**src/rtl/spi_responder.sv**
```systemverilog
// spi_responder: SPI mode-0 responder (slave) with all SPI pins oversampled in clk.
// MOSI is deserialised into rx_data; tx_buf is serialised onto miso.
// Optional feature macro: SPI_LSB_FIRST_EN (LSB-first in both directions).
// Ports:
//   clk, rst_n      system clock, asynchronous active-low reset
//   sclk, cs_n      SPI clock (idles low) and active-low chip select
//   mosi, miso      serial data in / out (miso is 0 outside a transfer)
//   tx_data/tx_load parallel word to transmit, loaded into tx_buf on tx_load
//   rx_data         last complete received word
//   rx_valid        one-clk pulse when rx_data was updated
//   busy            high while a transfer is active
module spi_responder #(
    parameter int unsigned width       = 8,
    parameter int unsigned SYNC_STAGES = 2
) (
    input  logic             clk,
    input  logic             rst_n,
    input  logic             sclk,
    input  logic             cs_n,
    input  logic             mosi,
    output logic             miso,
    input  logic [width-1:0] tx_data,
    input  logic             tx_load,
    output logic [width-1:0] rx_data,
    output logic             rx_valid,
    output logic             busy
);

    localparam int unsigned CNT_W = $clog2(width);
`ifdef SPI_LSB_FIRST_EN
    localparam int unsigned TX_BIT = 0;
`else
    localparam int unsigned TX_BIT = width - 1;
`endif

    localparam logic [0:0] S_IDLE   = 1'b0;
    localparam logic [0:0] S_ACTIVE = 1'b1;

    // Input synchronisers and previous-value registers for edge detection
    logic [SYNC_STAGES-1:0] sclk_sync_q, cs_n_sync_q, mosi_sync_q;
    logic                   sclk_prev_q, cs_n_prev_q;

    always_ff @(posedge clk or negedge rst_n) begin
        if (!rst_n) begin
            sclk_sync_q <= '0;
            cs_n_sync_q <= '1;
            mosi_sync_q <= '0;
            sclk_prev_q <= 1'b0;
            cs_n_prev_q <= 1'b1;
        end else begin
            sclk_sync_q <= {sclk_sync_q[SYNC_STAGES-2:0], sclk};
            cs_n_sync_q <= {cs_n_sync_q[SYNC_STAGES-2:0], cs_n};
            mosi_sync_q <= {mosi_sync_q[SYNC_STAGES-2:0], mosi};
            sclk_prev_q <= sclk_sync_q[SYNC_STAGES-1];
            cs_n_prev_q <= cs_n_sync_q[SYNC_STAGES-1];
        end
    end

    logic sclk_s, cs_n_s, mosi_s;
    logic sclk_rise, sclk_fall, cs_fall, cs_rise;

    assign sclk_s    = sclk_sync_q[SYNC_STAGES-1];
    assign cs_n_s    = cs_n_sync_q[SYNC_STAGES-1];
    assign mosi_s    = mosi_sync_q[SYNC_STAGES-1];
    assign sclk_rise = sclk_s & ~sclk_prev_q;
    assign sclk_fall = ~sclk_s & sclk_prev_q;
    assign cs_fall   = ~cs_n_s & cs_n_prev_q;
    assign cs_rise   = cs_n_s & ~cs_n_prev_q;

    // Datapath and control registers
    logic [0:0]       state_q, state_d;
    logic [width-1:0] tx_buf_q, tx_buf_d;
    logic [width-1:0] tx_sh_q, tx_sh_d;
    logic [width-2:0] rx_sh_q, rx_sh_d;   // bits received so far (word minus newest bit)
    logic [width-1:0] rx_data_q, rx_data_d;
    logic             rx_valid_q, rx_valid_d;
    logic [CNT_W-1:0] bit_cnt_q, bit_cnt_d;
    logic             miso_q, miso_d;
    logic             busy_q, busy_d;

    logic [width-1:0] rx_word;
    logic [width-1:0] tx_shifted;

`ifdef SPI_LSB_FIRST_EN
    assign rx_word    = {mosi_s, rx_sh_q};
    assign tx_shifted = {1'b0, tx_sh_q[width-1:1]};
`else
    assign rx_word    = {rx_sh_q, mosi_s};
    assign tx_shifted = {tx_sh_q[width-2:0], 1'b0};
`endif

    // Next-state logic
    always_comb begin
        state_d    = state_q;
        tx_buf_d   = tx_load ? tx_data : tx_buf_q;
        tx_sh_d    = tx_sh_q;
        rx_sh_d    = rx_sh_q;
        rx_data_d  = rx_data_q;
        rx_valid_d = 1'b0;
        bit_cnt_d  = bit_cnt_q;

        case (state_q)
            S_IDLE: begin
                if (cs_fall) begin
                    state_d   = S_ACTIVE;
                    tx_sh_d   = tx_buf_q;
                    bit_cnt_d = '0;
                end
            end
            S_ACTIVE: begin
                // cs_n rise has priority over any coincident sclk edge
                if (cs_rise) begin
                    state_d = S_IDLE;
                end else if (sclk_rise) begin
`ifdef SPI_LSB_FIRST_EN
                    rx_sh_d = rx_word[width-1:1];
`else
                    rx_sh_d = rx_word[width-2:0];
`endif
                    if (bit_cnt_q == CNT_W'(width - 1)) begin
                        rx_data_d  = rx_word;
                        rx_valid_d = 1'b1;
                        bit_cnt_d  = '0;
                        tx_sh_d    = tx_buf_q;
                    end else begin
                        bit_cnt_d = bit_cnt_q + CNT_W'(1);
                    end
                end else if (sclk_fall && (bit_cnt_q != '0)) begin
                    // bit_cnt==0 here means the fall after a reload: keep the new first bit
                    tx_sh_d = tx_shifted;
                end
            end
            default: state_d = S_IDLE;
        endcase

        busy_d = (state_d == S_ACTIVE);
        miso_d = busy_d ? tx_sh_d[TX_BIT] : 1'b0;
    end

    // State registers
    always_ff @(posedge clk or negedge rst_n) begin
        if (!rst_n) begin
            state_q    <= S_IDLE;
            tx_buf_q   <= '0;
            tx_sh_q    <= '0;
            rx_sh_q    <= '0;
            rx_data_q  <= '0;
            rx_valid_q <= 1'b0;
            bit_cnt_q  <= '0;
            miso_q     <= 1'b0;
            busy_q     <= 1'b0;
        end else begin
            state_q    <= state_d;
            tx_buf_q   <= tx_buf_d;
            tx_sh_q    <= tx_sh_d;
            rx_sh_q    <= rx_sh_d;
            rx_data_q  <= rx_data_d;
            rx_valid_q <= rx_valid_d;
            bit_cnt_q  <= bit_cnt_d;
            miso_q     <= miso_d;
            busy_q     <= busy_d;
        end
    end

    assign miso     = miso_q;
    assign rx_data  = rx_data_q;
    assign rx_valid = rx_valid_q;
    assign busy     = busy_q;

endmodule

```
**config.mk**
```make
export PLATFORM = sky130hd
export DESIGN_NAME = spi_responder
export DESIGN_NICKNAME = d
export VERILOG_FILES = /design/src/rtl/spi_responder.sv
export SDC_FILE = /design/constraint.sdc
export NUM_CORES = 1
export LEC_CHECK = 0
export CORE_AREA = 2 2 63 110
export DETAILED_ROUTE_END_ITERATION = 12
export DIE_AREA = 0 0 65 112
export PLACE_DENSITY_LB_ADDON = 0.25
export SYNTH_ARGS = -nofsm -noshare
export SYNTH_HDL_FRONTEND = slang
export SYNTH_SLANG_ARGS = --single-unit
```
**constraint.sdc**
```tcl
create_clock -name clk -period 2.4 [get_ports clk]
set_input_delay 0.24 -clock clk [delete_from_list [all_inputs] [get_ports clk]]
set_output_delay 0.24 -clock clk [all_outputs]
set_load 0.02 [all_outputs]
```
* Yosys cells after proc, flatten, opt, wreduce, memory -nomap -nowiden
Cells that the tools add are included.
** Storage, ports and cells
- Output and inout bits :: 11
- Input bits :: 14
- Logic and storage cells :: 56
- Flip-flop bits (word level) :: 45
** Operators by class
- Equality and inequality tests :: 6
- Muxes and demuxes :: 19
- Bitwise gates (word level) :: 10
- Reductions and logical operators :: 6
- Add/subtract/negate cells :: 1
** Operator list (number)
- 8-bit two-way mux :: 5
- 8-bit case mux with 2 select lines :: 1
- 3-bit two-way mux :: 4
- 4-bit AND reduction :: 2
- 1-bit two-way mux :: 7
- 2-bit inequality test, second input constant :: 3
- 3-bit by 2-bit inequality test with 1-bit output, second input constant :: 2
- 1-bit inverter :: 6
- 3-bit case mux with 2 select lines :: 1
- 3-bit AND reduction :: 2
- 1-bit AND :: 4
- 3-bit by 1-bit adder with 3-bit output, second input constant :: 1
- 3-bit == test, second input constant :: 1
- 3-bit nonzero test :: 1
- 1-bit case mux with 2 select lines :: 1
- 1-bit logical AND :: 1

* Logic depth before layout (Yosys ltp)
- Depth in word-level cells :: 8
- Mapped depth :: 6
- Depth with buffers taken out :: 6

* Least setup slack after synthesis
No wires, ideal clock.
- Path kind :: reg2reg
- From :: register bit_cnt_q[0]
- To :: register miso_q (netlist: miso)
- Stages on the path, launching flop included :: 7
- Setup time :: 65 ps
- Data arrival time :: 1685 ps
- Path buffers :: 0
- Clock period less this slack :: 1750 ps
- Required time :: 2335 ps
- Path slack :: 650 ps
- Cells stage by stage :: dfrtp_1 > ha_1 > ha_1 > and4bb_1 > or3_1 > o32ai_2 > or2_1
** Between the ends
- Word-level cells in the longest chain between the ends :: 7
- Elaborated cells on any way between the ends :: 9
- Classes of those cells :: 1 x eq/ne; 6 x mux; 2 x reduce/logical
** Ends and longest elaborated chain
- start: declaration :: line 77 : logic [CNT_W-1:0] bit_cnt_q, bit_cnt_d;
- start signal: assignment :: line 159 : bit_cnt_q <= bit_cnt_d;
- 3-bit nonzero test :: line 128 : end else if (sclk_fall && (bit_cnt_q != '0)) begin
- 1-bit logical AND :: line 128
- 8-bit two-way mux :: line 128
- 8-bit two-way mux * :: line 114 : end else if (sclk_rise) begin
- 8-bit two-way mux * :: line 112 : if (cs_rise) begin
- 8-bit case mux with 2 select lines * :: line 102 : case (state_q)
- 1-bit two-way mux * :: line 137 : miso_d = busy_d ? tx_sh_d[TX_BIT] : 1'b0;
- net miso_d :: line 78 : logic miso_q, miso_d;
- end signal: assignment :: line 160 : miso_q <= miso_d;
- end: declaration :: line 78
Mark *: on every way through the listed nets, which the timed path passes. The rest lies on a longest branch. The select of a mux whose other input is x is not followed.
A chain may end at the register's enable or synchronous reset.

* Worst setup path after layout
- From :: register bit_cnt_q[0]
- To :: register tx_sh_q[7]
** Between the ends
- Word-level cells in the longest chain between the ends :: 6
- Elaborated cells on any way between the ends :: 8
- Classes of those cells :: 1 x eq/ne; 5 x mux; 2 x reduce/logical
** Ends and longest elaborated chain
- 3-bit nonzero test :: line 128
- 1-bit logical AND :: line 128
- 8-bit two-way mux :: line 128
- 8-bit two-way mux * :: line 114
- 8-bit two-way mux * :: line 112
- 8-bit case mux with 2 select lines * :: line 102
- net tx_sh_d[7] :: line 73 : logic [width-1:0] tx_sh_q, tx_sh_d;
- end signal: assignment :: line 155 : tx_sh_q <= tx_sh_d;
- end: declaration :: line 73
Marks and branches as above.

==> metrics.md <==
| Metric | Value |
|---|---|
| GR peak layer | met2 |
| Critical path type | reg -> reg |
| DR pass1 iterations | 4 |
| Initial Util | 0.294 |
| Fin cells | 242 |
| Fin Setup TNS | 0 ns |
| CTS H-tree lvls | 2 |
| Layout cells sized above 1 | 0.269 |
| Yosys warnings | 0 |
| Clock sink count | 45 |
| Synthesized cell area | 0.00188 mm^2 |
| Clk buf depth | 2 |
| DIE WIDTH | 65 um |
| CP delay by family, top | simple AND/OR/NAND/NOR gates |
| Skew-Pair Late Insertion Delay | 0.29 ns |
| Tmin final | 1.95 ns |
| EDFF count, synth | 0 |
| I/O pin count | 25 |
| Hold slack | 0.112 ns |
| Synth cell types | 41 |
| I/O Buffers | 24 |
| Die area | 0.00728 mm^2 |
| Worst Setup End Kind | register |
| GPL Wtd Cong | 0.800 |
| Worst slew pin tran | 0.989 ns |
| # rows | 39 |
| Worst path slowest cell | dfrtp_1 |
| GR Layer Usage met3 | 0.0343 |
| Largest net degree at the start of global routing | 46 |
| Slew HR | 0.341 |
| GRT overflow | 0 |
| Synth Instances | 132 |
| Worst-path cell chain | ha_1, ha_1, and4bb_1, or3_1, o32ai_2, a211o_1 |
| Final setup viols | 0 |
| Post-synth top area share | 0.560 |
| Core area | 0.00639 mm^2 |
| PD cells | 892 mW/mm^2 |
| Worst Hold Class | in -> async |
| Crit. Startpoint | bit_cnt_q[0] |
| Vias in the first global route | 1236 |
| CP startpoint kind | register |
| Area growth, synth to finish | 25.5% |
| RSZ-0062 raised after global routing | no |
| Post-Route Skew | 0.00733 ns |
| # Post-CTS Setup Buffers | 0 |
| Tcrit/Tclk final | 0.814 |
| Post-synthesis sequential area ratio | 0.602 |
| Final hold viol count | 0 |
| Routed WL | 3.69 mm |
| Avg Cell Area, Syn | 14.2 um^2 |
| Worst-path clk slew | 0.06 ns |
| Worst EP arrival | 2.18 ns |
| Fmax | 512 MHz |
| First-pass GRT wire length | 6.27 mm |
| DR WL/cell | 15.2 um |
| Synth top area cells | dfrtp_1 (56%), mux2_2 (13%), dfstp_2 (4.2%), a221o_1 (3.2%), ha_1 (2.0%) |
| Pins Over Slew Limit | 0 |
| Total nets after synthesis | 149 |
| # DRC | 0 |
| Met1 Track Usage GR | 0.128 |
| # hold bufs at CTS | 0 |
| CTS root buffer | clkbuf_16 |
| Yosys top cell by area | dfrtp_1 |
| Gr usage total | 0.116 |
| Most frequent CP cell | ha_1 |
| Status | complete, no violations |
| Number of vias per cell | 4.73 |
| Placed Cells | 234 |
| Worst Path Buf+Inv | 0 |
| Commonest register cell after synthesis | dfrtp_1 |
| Remaining antenna violation count | 0 |
| WP data required | 2.63 ns |
| Max Cap Viol | 0 |
| Initial antenna violation count | 0 |
| CP Max Fanout | 6 |
| Leak Pwr | 0.00106 uW |
| CTS tree | built |
| CTS buffer count | 5 |
| Die extent in y | 112 um |
| Peak supply drop | 0.470 mV |
| Routing usage on met2 | 0.196 |
| Vias | 1144 |
| Hpwl dp | 2.61 mm |
| ANT cells | 0 |
| Synthesized flop and latch total | 45 |
| Cts repair resizes | 0 |
| Async SR Flop Fraction | 1.00 |
| Initial DRC Count | 23 |
| RR Startpoint | bit_cnt_q[0] |
| Crit path largest cell delay | 0.41 ns |
| Final net count | 176 |
cell type report:
type,instances,area (um^2)
clock buffer,7,143
clock inverter,1,30.0
fill,620,4040
inverter,8,30.0
multi-input combinational,75,687
sequential,45,1130
tap,82,103
timing repair buffer,24,235
cells in the mapped netlist, types with 2 or more instances:
cell     count
a221o_1      6
dfstp_2      3
ha_1         3
nand2_1      6
a22o_1       2
inv_1        7
dfrtp_1     42
mux2_2      22
nor2_1       3
buf_6        2
nor2b_1      6
worst register-to-register path: stages (launching register included):
cell	delay (ns)
dfrtp_1	0.41
ha_1	0.23
ha_1	0.28
and4bb_1	0.26
or3_1	0.33
o32ai_2	0.23
a211o_1	0.15
layout by cell type (no fill, tap or decap), drive strengths merged, types with 3 or more instances in the layout:
cell	n
dfrtp	42
clkdlybuf4s50	23
mux2	23
inv	8
nor2b	7
clkbuf	7
nand2	6
a221o	6
nor2	3
ha	3
dfstp	3
metal layers:
layer	wire length [um]	vias up
li1	-	524
met1	1410	588
met2	2030	27
met3	165	5
met4	86	0
met5	0	-
flip-flops by register name, indices dropped and copies added (netlist names):
signal	cells
rx_data	8
tx_buf_q	8
tx_sh_q	8
rx_sh_q	7
bit_cnt_q	3
cs_n_sync_q	2
mosi_sync_q	2
sclk_sync_q	2
busy	1
cs_n_prev_q	1
miso	1
rx_valid	1
sclk_prev_q	1
logic make-up (layout without fill, tap and decap cells):
kind of cell / Yosys count / in the layout / share of synthesized area
buffers and inverters: 12 / 40 / 0.0326
AOI/OAI and AO/OA: 20 / 20 / 0.109
adders and majority gates: 3 / 3 / 0.0200
DFF: 45 / 45 / 0.602
muxes: 23 / 23 / 0.138
and+or+nand+nor: 29 / 29 / 0.0993
final timing paths:
path,to,slack (ns),cells after the start
max,tx_sh_q[7],0.45,6
min,sclk_sync_q[1],0.11,1
max reg2reg,tx_sh_q[7],0.45,6
min reg2reg,sclk_sync_q[1],0.35,0
max in group asynchronous,rx_sh_q[3],1.67,1
min in group clk,sclk_sync_q[1],0.35,0
power breakdown:
group | internal (uW) | switching (uW) | total [uW]
clock | 520 | 272 | 792
sequential | 890 | 94.7 | 985
combinational | 182 | 145 | 327
total | 1590 | 511 | 2100
per-stage QoR:
step / total power, uW / setup WS, ns / instance area, um^2 / util
CTS: 2120 / 0.476 / 2360 / 0.369
finish: 2100 / 0.447 / 2360 / 0.369
detailed placement: 1320 / 0.496 / 2180 / 0.342
global placement: 1290 / 0.595 / 2180 / 0.342
global route: 2200 / 0.391 / 2360 / 0.369
floorplan: 1200 / 0.650 / 1880 / -
No activity file was read; power rests on OpenSTA's default activity.
